--- config.mk ---
export PLATFORM = sky130hd
export DESIGN_NAME = cfg_chain_loader
export DESIGN_NICKNAME = d
export VERILOG_FILES = /design/src/rtl/cfg_chain_pkg.sv /design/src/rtl/cfg_rb_packer.sv /design/src/rtl/cfg_chain_loader.sv
export SDC_FILE = /design/constraint.sdc
export NUM_CORES = 1
export LEC_CHECK = 0
export ABC_AREA = 1
export BUFFER_PORTS_ARGS = -buffer_cell sky130_fd_sc_hd__buf_2
export CAP_MARGIN = 20
export CORE_ASPECT_RATIO = 1.2
export CORE_MARGIN = 2
export CORE_UTILIZATION = 50
export CTS_CLUSTER_SIZE = 20
export DETAILED_ROUTE_END_ITERATION = 12
export MAX_ROUTING_LAYER = met4
export PLACE_DENSITY_LB_ADDON = 0.05
export SLEW_MARGIN = 20
export SYNTH_ARGS = -nofsm -noshare
export SYNTH_HDL_FRONTEND = slang
export SYNTH_SLANG_ARGS = --single-unit
--- constraint.sdc ---
create_clock -name prog_clk -period 1.5 [get_ports prog_clk]
set_clock_uncertainty 0.05 [all_clocks]
set_input_delay 0.375 -clock prog_clk [delete_from_list [all_inputs] [get_ports prog_clk]]
set_output_delay 0.375 -clock prog_clk [all_outputs]
set_load 0.01 [all_outputs]
--- src/rtl/cfg_chain_pkg.sv ---
// Shared types and helpers for the configuration-chain loader.
package cfg_chain_pkg;

    typedef enum logic [2:0] {
        IDLE  = 3'd0,
        FETCH = 3'd1,
        SHIFT = 3'd2,
        DRAIN = 3'd3,
        DONE  = 3'd4
    } state_t;

    // Number of config words needed to cover a chain, last one possibly partial.
    function automatic int num_words(input int chain_len, input int word_w);
        return (chain_len + word_w - 1) / word_w;
    endfunction

endpackage

--- src/rtl/cfg_rb_packer.sv ---
// Serial-to-word packer for chain readback; flush closes a partial word left-aligned.
module cfg_rb_packer
    import cfg_chain_pkg::*;
#(
    parameter int WORD_W = 8
) (
    input  logic              clk,
    input  logic              rst,
    input  logic              clr,
    input  logic              bit_valid,
    input  logic              bit_in,
    input  logic              flush,
    input  logic              rb_ready,
    output logic [WORD_W-1:0] rb_data,
    output logic              rb_valid
);
    localparam int CW = $clog2(WORD_W + 1);
    localparam logic [CW-1:0] LAST_IDX = CW'(WORD_W - 1);

    logic [WORD_W-2:0] sr_r;
    logic [CW-1:0]     cnt_r;
    logic [WORD_W-1:0] rb_data_r;
    logic              rb_valid_r;
    logic [WORD_W-1:0] word_s;
    logic [WORD_W-1:0] aligned_s;
    logic [CW-1:0]     pad_s;
    logic              complete_s;

    // Candidate word including the incoming bit, shifted up when closing a partial word.
    always_comb begin
        word_s     = {sr_r, bit_in};
        pad_s      = LAST_IDX - cnt_r;
        aligned_s  = word_s << pad_s;
        complete_s = bit_valid && ((cnt_r == LAST_IDX) || flush);
    end

    // Bit accumulation and output word hand-off.
    always_ff @(posedge clk or posedge rst) begin
        if (rst) begin
            sr_r       <= '0;
            cnt_r      <= '0;
            rb_data_r  <= '0;
            rb_valid_r <= 1'b0;
        end else if (clr) begin
            sr_r       <= '0;
            cnt_r      <= '0;
            rb_valid_r <= 1'b0;
        end else begin
            if (bit_valid) begin
                sr_r <= word_s[WORD_W-2:0];
            end
            if (complete_s) begin
                cnt_r      <= '0;
                rb_data_r  <= aligned_s;
                rb_valid_r <= 1'b1;
            end else begin
                if (bit_valid) begin
                    cnt_r <= cnt_r + CW'(1);
                end
                if (rb_ready) begin
                    rb_valid_r <= 1'b0;
                end
            end
        end
    end

    assign rb_data  = rb_data_r;
    assign rb_valid = rb_valid_r;

endmodule

--- src/rtl/cfg_chain_loader.sv ---
// Configuration-chain loader: serialises config words onto a tile's ccff chain
// and returns the displaced chain contents as readback words.
module cfg_chain_loader
    import cfg_chain_pkg::*;
#(
    parameter int CHAIN_LEN = 40,
    parameter int WORD_W    = 8
) (
    input  logic              prog_clk,
    input  logic              pReset,
    input  logic              start,
    input  logic              abort,
    input  logic [WORD_W-1:0] cfg_data,
    input  logic              cfg_valid,
    output logic              cfg_ready,
    output logic              ccff_head,
    output logic              shift_en,
    input  logic              ccff_tail,
    output logic [WORD_W-1:0] rb_data,
    output logic              rb_valid,
    input  logic              rb_ready,
    output logic              busy,
    output logic              done,
    output logic              aborted
);
    localparam int BW = $clog2(CHAIN_LEN + 1);
    localparam int IW = $clog2(WORD_W + 1);
    localparam logic [BW-1:0] LAST_BIT = BW'(CHAIN_LEN - 1);
    localparam logic [IW-1:0] LAST_IDX = IW'(WORD_W - 1);

    state_t            state_r;
    logic [WORD_W-1:0] buf_r;
    logic [BW-1:0]     bit_cnt_r;
    logic [IW-1:0]     idx_r;
    logic              done_r;
    logic              aborted_r;

    logic              busy_s;
    logic              kill_s;
    logic              rb_valid_s;
    logic              rb_stall_s;
    logic              last_bit_s;
    logic              word_end_s;
    logic              cfg_ready_s;
    logic              shift_en_s;
    logic              head_s;
    logic [WORD_W-1:0] rb_data_s;

    // Handshake and shift qualification; a shift that would close a readback
    // word while the previous one is still unconsumed is held back.
    always_comb begin
        busy_s      = (state_r != IDLE);
        kill_s      = busy_s && abort;
        rb_stall_s  = rb_valid_s && !rb_ready;
        last_bit_s  = (bit_cnt_r == LAST_BIT);
        word_end_s  = (idx_r == LAST_IDX) || last_bit_s;
        cfg_ready_s = (state_r == FETCH) && !kill_s && !rb_stall_s;
        shift_en_s  = (state_r == SHIFT) && !kill_s && !(word_end_s && rb_stall_s);
        if (state_r == SHIFT) begin
            head_s = buf_r[WORD_W-1];
        end else begin
            head_s = 1'b0;
        end
    end

    // Load sequencer: fetch a word, shift it out, repeat until the chain is full.
    always_ff @(posedge prog_clk or posedge pReset) begin
        if (pReset) begin
            state_r   <= IDLE;
            buf_r     <= '0;
            bit_cnt_r <= '0;
            idx_r     <= '0;
            done_r    <= 1'b0;
            aborted_r <= 1'b0;
        end else begin
            done_r    <= 1'b0;
            aborted_r <= 1'b0;
            if (kill_s) begin
                state_r   <= IDLE;
                aborted_r <= 1'b1;
            end else begin
                case (state_r)
                    IDLE: begin
                        if (start && !abort) begin
                            state_r   <= FETCH;
                            bit_cnt_r <= '0;
                            idx_r     <= '0;
                        end
                    end
                    FETCH: begin
                        if (cfg_valid && cfg_ready_s) begin
                            buf_r   <= cfg_data;
                            idx_r   <= '0;
                            state_r <= SHIFT;
                        end
                    end
                    SHIFT: begin
                        if (shift_en_s) begin
                            buf_r     <= {buf_r[WORD_W-2:0], 1'b0};
                            bit_cnt_r <= bit_cnt_r + BW'(1);
                            idx_r     <= idx_r + IW'(1);
                            if (last_bit_s) begin
                                state_r <= DRAIN;
                            end else if (word_end_s) begin
                                state_r <= FETCH;
                            end
                        end
                    end
                    DRAIN: begin
                        if (!rb_valid_s || rb_ready) begin
                            state_r <= DONE;
                            done_r  <= 1'b1;
                        end
                    end
                    DONE: begin
                        state_r <= IDLE;
                    end
                    default: begin
                        state_r <= IDLE;
                    end
                endcase
            end
        end
    end

    cfg_rb_packer #(
        .WORD_W (WORD_W)
    ) u_packer (
        .clk       (prog_clk),
        .rst       (pReset),
        .clr       (kill_s),
        .bit_valid (shift_en_s),
        .bit_in    (ccff_tail),
        .flush     (last_bit_s),
        .rb_ready  (rb_ready),
        .rb_data   (rb_data_s),
        .rb_valid  (rb_valid_s)
    );

    assign cfg_ready = cfg_ready_s;
    assign shift_en  = shift_en_s;
    assign ccff_head = head_s;
    assign rb_data   = rb_data_s;
    assign rb_valid  = rb_valid_s;
    assign busy      = busy_s;
    assign done      = done_r;
    assign aborted   = aborted_r;

endmodule

==> run summary, run 1 <==
* CTS sink cnt: 43
* filler-free cell count of the finished design: 479
* count of TritonRoute iterations in the first routing pass: 4
* placer's final routability congestion estimate: 0.783
* class of the tightest hold or removal check: in -> async
* count of maximum capacitance violations: 0
* synth unique cells: 33
* post-route setup TNS: -11.44 ns
* commonest cells after routing, fill and taps aside: 114 x sky130_fd_sc_hd__nand2_1, 43 x sky130_fd_sc_hd__buf_4, 42 x sky130_fd_sc_hd__dfrtp_1, 27 x sky130_fd_sc_hd__buf_2, 24 x sky130_fd_sc_hd__nand2_2
* setup ws final: -0.501 ns
* part of the total power dissipated in the clock network: 0.184
* final layout net count: 436
* number of fill cells: 365
* area taken by multi-input logic gates: 0.00144 mm^2
* worst path arrival time: 1.58 ns
* Least-Margin Pin Slew: 0.328 ns
* top cells by area in the synthesized netlist: sky130_fd_sc_hd__dfrtp_1 44%, sky130_fd_sc_hd__nand2_1 20%, sky130_fd_sc_hd__nand3_1 5.3%
* area share of the largest cell type after synthesis: 0.437
* width of the die: 68.1 um
* CP max-delay cell: sky130_fd_sc_hd__dfrtp_1
* # IOs: 30
* synthesized instance count: 325
* antenna violations before repair: 0
* library cell occupying the most area in the post-synthesis netlist: sky130_fd_sc_hd__dfrtp_1
* global-route wire length before repair: 10.3 mm
* antenna cell count: 0
* Buffers on Ports: 29
* startpoint-to-endpoint class of the critical path: reg -> out
* number of global-route vias before repair: 2,348
* share of cells above drive strength 1: 0.401
* logic gate share of total power: 0.515
* maximum clock insertion buffer count: 2
* peak per-stage delay on the critical path: 0.37 ns
* switching share of power: 0.403
* RSZ-0062 raised after global routing: true
* DP Wirelength: 3.94 mm
* cell internal pwr: 0.00309 W
* First DRT Iteration DRCs: 137
* clock period minus final worst setup slack: 2.00 ns
* Peak Freq: 500 MHz
* pwr dens: 1460 mW/mm^2
* WL per Instance: 13.4 um
* growth of design area from synthesis to finish: 43.9%
* critical path capture point type: output port
* run status: finished, violations left
* clock slew at reported path FFs: 0.08 ns
* cells along the critical path: ha_2, nand2_2, nor2_2, nand2_2, nand2_2, nand2_4, nand2_8, clkinvlp_4, buf_6
* count of vias placed by the detailed router: 2,418
* remaining routing DRC violations: 0
* TritonCTS clock tree: yes
* worst rel slew slack: 0.782
* Die Y: 80.9 um
* share of the yosys chip area belonging to registers: 0.437
* sequential share of power: 0.301
* Storage cell area: 0.00108 mm^2
* total CTS buffers: 5
* required time at the worst-slack endpoint: 1.07 ns
* critical path peak fanout: 2
* number of register bits inferred by synthesis: 43
* Critical Path Source Type: register
* hold_buf cts: 0
* global-route congestion overflow total: 0
* final-report hold violation count: 0
* aggregate routed wire length: 6.40 mm
* core box area: 0.00483 mm^2
* syn nets: 343
* Critical Path Most Common Cell: sky130_fd_sc_hd__nand2_2
* Setup-failing EPs final: 44
* area of the die: 0.00551 mm^2
* Final Max Tran Viols: 0
* mean instance size in the synthesized netlist: 7.58 um^2
* drt via density: 5.05
* net switching power: 0.00208 W
* global routing usage summed across all routing layers: 0.258
* # H-tree levels: 2
* Lkg Pwr: 1.93 nW
* antenna viol nets, final: 0
* root buffer cell: sky130_fd_sc_hd__clkbuf_8
* violated checks: negative setup slack
* netlist area before placement: 0.00246 mm^2
* clock latency of the later-clocked register in the worst-skew pair: 0.30 ns
* Placed Instances: 446
* initial core utilization: 0.510
* most frequent standard cell in the layout excluding fill and tap cells: sky130_fd_sc_hd__nand2_1
* count of warnings emitted by yosys: 0
* Max IR drop VDD: 1.17 mV
* fraction of the cycle the final worst path needs: 1.33
* largest net degree at the start of global routing: 44
* count of standard-cell rows: 28
power groups by stage:
stage          Sequential, W  Clock [W]  Combinational, W
6_report             0.00156   0.000950           0.00266
5_1_grt              0.00158    0.00102           0.00294
2_1_floorplan        0.00156          0           0.00133
4_1_cts              0.00155   0.000964           0.00260
3_3_place_gp         0.00154          0           0.00197
3_5_place_dp         0.00155          0           0.00200
critical path: cells and delay by family, from the launching register on:
kind | cells | cell delay [ns]
flip-flops | 1 | 0.37
AND/OR/NAND/NOR | 6 | 0.48
adder cells (fa/ha/maj) | 1 | 0.20
buffers and inverters | 2 | 0.23
path summary, 6_finish.rpt:
check	start	end	slack, ns	cells after the start
hold reg to reg	u_packer.rb_data[7]$_DFFE_PP0P_	u_packer.rb_data[7]$_DFFE_PP0P_	0.43	2
hold / removal	pReset	bit_cnt_r[5]$_DFFE_PP0P_	0.05	3
max in group asynchronous	pReset	state_r[1]$_DFFE_PP0P_	1.12	3
setup / recovery	bit_cnt_r[1]$_DFFE_PP0P_	shift_en	-0.50	9
min in group prog_clk	ccff_tail	u_packer.sr_r[0]$_DFFE_PP0P_	0.31	3
setup reg to reg	bit_cnt_r[1]$_DFFE_PP0P_	bit_cnt_r[3]$_DFFE_PP0P_	-0.35	13
logic make-up (layout without fill, tap and decap cells):
group,Yosys count,count (layout),share of synthesized area
simple gates,210,213,0.399
xor+xnor,3,3,0.0107
flops,43,43,0.437
compound gates,27,27,0.0695
buf+inv,39,130,0.0685
fa+ha+maj,3,3,0.0152
registers in the layout, summed over array words and instances, names as in the netlist:
name	count
bit_cnt_r	6
u_packer.cnt_r	4
aborted	1
u_packer.rb_valid	1
u_packer.sr_r	7
done	1
u_packer.rb_data	8
buf_r	8
idx_r	4
state_r	3
repair_timing:
action / CTS / global route
buffers inserted: 16 / 7
hold endpoints to repair: 0 / 0
gates cloned: 4 / 0
resized for setup: 60 / 5
setup endpoints to repair: 43 / 44
pin swaps: 24 / 12
synthesized netlist by cell type (all sizes together):
master,number
o22ai,7
nor3b,2
nand3,27
nor2,23
or2,2
nand4,2
buf,4
dfrtp,43
nand3b,4
inv,34
clkbuf,1
o21ai,14
xor2,3
ha,3
a21oi,6
nand2,146
nor3,4
metal layers:
metal	track usage	vias to the layer above	part of all wire
li1	-	1215	-
met1	0.283	1127	0.40
met2	0.456	58	0.54
met3	0.0499	18	0.034
met4	0.0900	0	0.028
met5	-	-	0
area by class of cell:
| type | instances | share of cell area |
|---|---|---|
| clock buffer | 6 | 0.0233 |
| clock inverter | 2 | 0.00988 |
| inverter | 34 | 0.0392 |
| multi-input combinational | 246 | 0.406 |
| sequential | 43 | 0.304 |
| tap | 60 | 0.0212 |
| timing repair buffer | 87 | 0.195 |
| timing repair inverter | 1 | 0.00176 |
per-stage QoR:
stage / total power [W] / util / worst slack (ns) / hold WS, ns / instance area (um^2)
finish: 0.00517 / 0.734 / -0.501 / 0.0494 / 3550
global route: 0.00554 / 0.734 / -0.568 / 0.0717 / 3550
CTS: 0.00511 / 0.723 / -0.427 / 0.0585 / 3500
detailed placement: 0.00355 / 0.613 / -0.178 / 0.379 / 2960
global placement: 0.00351 / 0.613 / -0.153 / 0.378 / 2960
floorplan: 0.00290 / - / -0.0973 / 0.392 / 2480
(Power assumes the default switching activity.)
==> run 2, diff against run 1 <==
--- a/config.mk
+++ b/config.mk
@@ -15,6 +15,7 @@
 export DETAILED_ROUTE_END_ITERATION = 12
 export MAX_ROUTING_LAYER = met4
 export PLACE_DENSITY_LB_ADDON = 0.05
+export REMOVE_ABC_BUFFERS = 1
 export SLEW_MARGIN = 20
 export SYNTH_ARGS = -nofsm -noshare
 export SYNTH_HDL_FRONTEND = slang
==> run summary, run 2 (synthesis gave the netlist of run 1 again) <==
* clock latency of the later-clocked register in the worst-skew pair: 0.30 ns
* global-route congestion overflow total: 0
* CP max-delay cell: sky130_fd_sc_hd__dfrtp_1
* Final Max Tran Viols: 0
* # H-tree levels: 2
* count of vias placed by the detailed router: 2,343
* critical path peak fanout: 2
* capture point of the worst reg-to-reg path: bit_cnt_r[2]$_DFFE_PP0P_
* placer's final routability congestion estimate: 0.862
* Critical Path Most Common Cell: sky130_fd_sc_hd__nand2_2
* worst path arrival time: 1.42 ns
* Levels on crit path: 9
* global-route wire length before repair: 9.54 mm
* antenna viol nets, final: 0
* antenna cell count: 0
* Crit path buffers/inverters: 2
* class of the tightest hold or removal check: in -> async
* Critical Path Source Type: register
* worst-case setup slack after placement: -0.171 ns
* width of the die: 68.1 um
* First DRT Iteration DRCs: 104
* drt via density: 4.96
* root buffer cell: sky130_fd_sc_hd__clkbuf_8
* startpoint-to-endpoint class of the critical path: reg -> out
* maximum clock insertion buffer count: 2
* cells along the critical path: ha_2, nand2_2, nor2_2, nand2_2, nand2_2, nand2_4, nand2_8, inv_4, buf_6
* area of the die: 0.00551 mm^2
* Die Y: 80.9 um
* number of cell instances on the worst register-to-register path: 13
* core box area: 0.00483 mm^2
* initial core utilization: 0.510
* critical path capture point type: output port
* growth of design area from synthesis to finish: 37.5%
* Max IR drop VDD: 0.873 mV
* # IOs: 30
* worst rel slew slack: 0.787
* count of TritonRoute iterations in the first routing pass: 4
* reg2reg start: bit_cnt_r[0]$_DFFE_PP0P_
* TritonCTS clock tree: yes
* Buffers on Ports: 29
* final-report hold violation count: 0
* hold_buf cts: 0
* number of fill cells: 410
* pwr dens: 1500 mW/mm^2
* required time at the worst-slack endpoint: 1.07 ns
* DP Wirelength: 4.05 mm
* RSZ-0062 raised after global routing: true
* run status: finished, violations left
* most frequent standard cell in the layout excluding fill and tap cells: sky130_fd_sc_hd__nand2_1
* remaining routing DRC violations: 0
* total CTS buffers: 5
* number of global-route vias before repair: 2,213
* CTS sink cnt: 43
* crit path capture: shift_en
* commonest cells after routing, fill and taps aside: 124 x sky130_fd_sc_hd__nand2_1, 46 x sky130_fd_sc_hd__buf_4, 42 x sky130_fd_sc_hd__dfrtp_1, 27 x sky130_fd_sc_hd__buf_2, 24 x sky130_fd_sc_hd__nand3_1
* filler-free cell count of the finished design: 472
* largest net degree at the start of global routing: 44
* count of standard-cell rows: 28
* fraction of the cycle the final worst path needs: 1.23
* WL per Instance: 12.5 um
* antenna violations before repair: 0
* share of cells above drive strength 1: 0.359
* global routing usage summed across all routing layers: 0.237
* Setup-failing EPs final: 45
* Placed Instances: 443
* count of maximum capacitance violations: 0
* aggregate routed wire length: 5.89 mm
* Peak Freq: 542 MHz
* setup ws final: -0.347 ns
* peak per-stage delay on the critical path: 0.36 ns
* cell class contributing the biggest share of worst-path delay: simple AND/OR/NAND/NOR gates
* Least-Margin Pin Slew: 0.317 ns
* Lkg Pwr: 1.89 nW
* final layout net count: 429
* violated checks: negative setup slack
* launch point of the worst path: bit_cnt_r[0]$_DFFE_PP0P_
* R2R Setup Slk: -0.32 ns
* clock period minus final worst setup slack: 1.85 ns
* clock slew at reported path FFs: 0.08 ns
## run 2: final cells by class
| class | count | area (um^2) | area share |
|---|---|---|---|
| Multi-Input combinational cell | 244 | 1340 | 0.396 |
| Tap cell | 60 | 75.1 | 0.0221 |
| Clock buffer | 6 | 72.6 | 0.0214 |
| Sequential cell | 43 | 1080 | 0.318 |
| Timing Repair Buffer | 83 | 628 | 0.185 |
| Inverter | 34 | 135 | 0.0399 |
| Clock inverter | 2 | 60.1 | 0.0177 |
## run 2: power breakdown
group | switching [W] | internal [W] | leakage, nW
Combinational | 0.00139 | 0.00109 | 1.25
Sequential | 0.000142 | 0.00139 | 0.570
Clock | 0.000411 | 0.000666 | 0.0654
## run 2: metal layers
layer  global-route usage  part of all wire  vias up
li1                     -                 -     1202
met1                0.255              0.42     1094
met2                0.422              0.54       39
met3               0.0388             0.025        8
met4                0.100             0.018        0
met5                    -                 0        -
## run 2: through the flow
stage,instance area (um^2),total power [W],setup TNS (ns),hold WS [ns],util
after floorplan,2430,0.00283,-1.40,0.392,-
after global placement,2950,0.00358,-2.89,0.401,0.611
after detailed placement,2950,0.00363,-4.04,0.407,0.611
after CTS,3270,0.00495,-8.99,0.0833,0.676
after global routing,3390,0.00543,-12.80,0.0844,0.701
final,3390,0.00509,-8.69,0.0635,0.701
## run 2: worst register-to-register path: stages, from the launching register on
cell	delay (ns)
sky130_fd_sc_hd__dfrtp_1	0.36
sky130_fd_sc_hd__ha_2	0.19
sky130_fd_sc_hd__nand2_2	0.06
sky130_fd_sc_hd__nor2_2	0.09
sky130_fd_sc_hd__nand2_2	0.06
sky130_fd_sc_hd__nand2_2	0.09
sky130_fd_sc_hd__nand2_4	0.07
sky130_fd_sc_hd__nand2_8	0.07
sky130_fd_sc_hd__buf_4	0.20
sky130_fd_sc_hd__buf_12	0.13
sky130_fd_sc_hd__nand2_4	0.07
sky130_fd_sc_hd__buf_4	0.14
sky130_fd_sc_hd__nand3_1	0.07
sky130_fd_sc_hd__nand2_1	0.06
## run 2: worst min-delay path by stage
stage                                                  to                startpoint  slack, ns
final                     u_packer.rb_data[1]$_DFFE_PP0P_                    pReset       0.06
after global routing      u_packer.rb_data[5]$_DFFE_PP0P_                    pReset       0.08
after CTS                 u_packer.rb_data[5]$_DFFE_PP0P_                    pReset       0.08
after detailed placement  u_packer.rb_data[4]$_DFFE_PP0P_                    pReset       0.41
after global placement    u_packer.rb_data[5]$_DFFE_PP0P_                    pReset       0.40
after floorplan                  bit_cnt_r[5]$_DFFE_PP0P_  bit_cnt_r[5]$_DFFE_PP0P_       0.39
## run 2: what timing repair did
action,CTS,global route
pin swaps,20,16
gates cloned,1,0
setup endpoints to repair,44,44
gates resized for setup,23,19
buffers inserted,13,9
==> run 3, diff against run 2 <==
--- a/config.mk
+++ b/config.mk
@@ -16,6 +16,7 @@
 export MAX_ROUTING_LAYER = met4
 export PLACE_DENSITY_LB_ADDON = 0.05
 export REMOVE_ABC_BUFFERS = 1
+export SKIP_CTS_REPAIR_TIMING = 1
 export SLEW_MARGIN = 20
 export SYNTH_ARGS = -nofsm -noshare
 export SYNTH_HDL_FRONTEND = slang
==> run summary, run 3 (synthesis gave the netlist of run 1 again) <==
* root buffer cell: sky130_fd_sc_hd__clkbuf_8
* instance area after placement: 0.00295 mm^2
* core box area: 0.00483 mm^2
* First DRT Iteration DRCs: 133
* # IOs: 30
* fraction of the cycle the final worst path needs: 1.28
* count of maximum capacitance violations: 0
* logic gate share of total power: 0.506
* violated checks: negative setup slack
* global-route wire length before repair: 9.03 mm
* clock latency of the later-clocked register in the worst-skew pair: 0.30 ns
* reg2reg start: idx_r[0]$_DFFE_PP0P_
* antenna violations before repair: 0
* total CTS buffers: 5
* critical path peak fanout: 4
* antenna viol nets, final: 0
* net switching power: 0.00207 W
* placer's final routability congestion estimate: 0.862
* final-report hold violation count: 0
* pwr dens: 1560 mW/mm^2
* number of global-route vias before repair: 2,132
* CTS sink cnt: 43
* cell class contributing the biggest share of worst-path delay: simple AND/OR/NAND/NOR gates
* utilization after layout: 0.707
* post-route setup TNS: -8.23 ns
* critical path capture point type: output port
* share of cells above drive strength 1: 0.369
* cell internal pwr: 0.00325 W
* width of the die: 68.1 um
* worst path arrival time: 1.50 ns
* required time at the worst-slack endpoint: 1.07 ns
* number of fill cells: 407
* Crit path buffers/inverters: 2
* commonest cells after routing, fill and taps aside: 116 x sky130_fd_sc_hd__nand2_1, 42 x sky130_fd_sc_hd__dfrtp_1, 39 x sky130_fd_sc_hd__buf_4, 27 x sky130_fd_sc_hd__buf_2, 25 x sky130_fd_sc_hd__inv_1
* aggregate routed wire length: 5.93 mm
* Worst Hold Slack: 0.0709 ns
* clock slew at reported path FFs: 0.08 ns
* clock period minus final worst setup slack: 1.92 ns
* TritonCTS clock tree: yes
* Critical Path Source Type: register
* initial core utilization: 0.510
* RSZ-0062 raised after global routing: true
* capture point of the worst reg-to-reg path: u_packer.rb_data[1]$_DFFE_PP0P_
* run status: finished, violations left
* worst-case setup slack after placement: -0.171 ns
* peak per-stage delay on the critical path: 0.37 ns
* startpoint-to-endpoint class of the critical path: reg -> out
* # H-tree levels: 2
* global-route congestion overflow total: 0
* WL per Instance: 12.7 um
* most frequent standard cell in the layout excluding fill and tap cells: sky130_fd_sc_hd__nand2_1
* Least-Margin Pin Slew: 0.420 ns
* remaining routing DRC violations: 0
* growth of design area from synthesis to finish: 38.6%
* number of cell instances on the worst register-to-register path: 13
* class of the tightest hold or removal check: in -> async
* Die Y: 80.9 um
* Storage cell area: 0.00108 mm^2
* sequential share of power: 0.290
* count of TritonRoute iterations in the first routing pass: 4
* count of standard-cell rows: 28
* part of the total power dissipated in the clock network: 0.204
* antenna cell count: 0
* worst rel slew slack: 0.720
* switching share of power: 0.389
* R2R Setup Slk: -0.30 ns
* DP Wirelength: 4.05 mm
* Lkg Pwr: 1.88 nW
* largest net degree at the start of global routing: 44
* count of vias placed by the detailed router: 2,364
* Buffers on Ports: 29
* maximum clock insertion buffer count: 2
* area taken by multi-input logic gates: 0.00140 mm^2
* Peak Freq: 521 MHz
* Final Max Tran Viols: 0
* cells along the critical path: ha_2, nand2_2, nor2_2, nand2_2, nand2_2, nand2_4, nand2_8, inv_4, buf_6
* drt via density: 5.07
* final layout net count: 423
* Max IR drop VDD: 0.897 mV
* area of the die: 0.00551 mm^2
* Layout Cell Area excl Fill: 0.00342 mm^2
* Critical Path Most Common Cell: sky130_fd_sc_hd__nand2_2
* setup ws final: -0.421 ns
* CP max-delay cell: sky130_fd_sc_hd__dfrtp_1
* Setup-failing EPs final: 44
* global routing usage summed across all routing layers: 0.223
==> run 3: worst min-delay path: stages <==
cell and delay [ns]:
sky130_fd_sc_hd__buf_2 0.09, sky130_fd_sc_hd__inv_1 0.08, sky130_fd_sc_hd__buf_12 0.25
==> run 3: metrics by stage <==
stage | total power, W | instances
5_1_grt | 0.00567 | 466
6_report | 0.00532 | 466
4_1_cts | 0.00471 | 451
3_3_place_gp | 0.00358 | 443
2_1_floorplan | 0.00283 | 320
3_5_place_dp | 0.00363 | 443
==> run 3: per-layer routing <==
metal / GRT usage / up-vias / part of all wire
met1: 0.234 / 1111 / 0.42
met4: 0.0900 / 0 / 0.015
met5: - / - / 0
met3: 0.0402 / 6 / 0.033
met2: 0.405 / 57 / 0.54
li1: - / 1190 / -
==> run 3: how the worst max path moves through the flow <==
stage / endpoint / cells past startpoint / startpoint
finish: shift_en / 9 / bit_cnt_r[1]$_DFFE_PP0P_
global route: shift_en / 9 / bit_cnt_r[1]$_DFFE_PP0P_
CTS: shift_en / 9 / idx_r[0]$_DFFE_PP0P_
detailed placement: idx_r[2]$_DFFE_PP0P_ / 12 / idx_r[0]$_DFFE_PP0P_
global placement: shift_en / 9 / bit_cnt_r[0]$_DFFE_PP0P_
floorplan: shift_en / 8 / bit_cnt_r[0]$_DFFE_PP0P_
==> run 3: area by class of cell <==
class	instances	share of cell area
Sequential cell	43	0.315
Clock buffer	6	0.0212
Clock inverter	2	0.0176
Tap cell	60	0.0220
Multi-Input combinational cell	244	0.411
Timing Repair Buffer	77	0.174
Inverter	34	0.0388
==> run 3: power by group through the flow <==
| stage | clock (W) | combinational, W | sequential, W |
|---|---|---|---|
| final | 0.00108 | 0.00269 | 0.00154 |
| after global routing | 0.00114 | 0.00297 | 0.00156 |
| after CTS | 0.00110 | 0.00208 | 0.00153 |
| after detailed placement | 0 | 0.00208 | 0.00155 |
| after global placement | 0 | 0.00204 | 0.00154 |
| after floorplan | 0 | 0.00124 | 0.00158 |
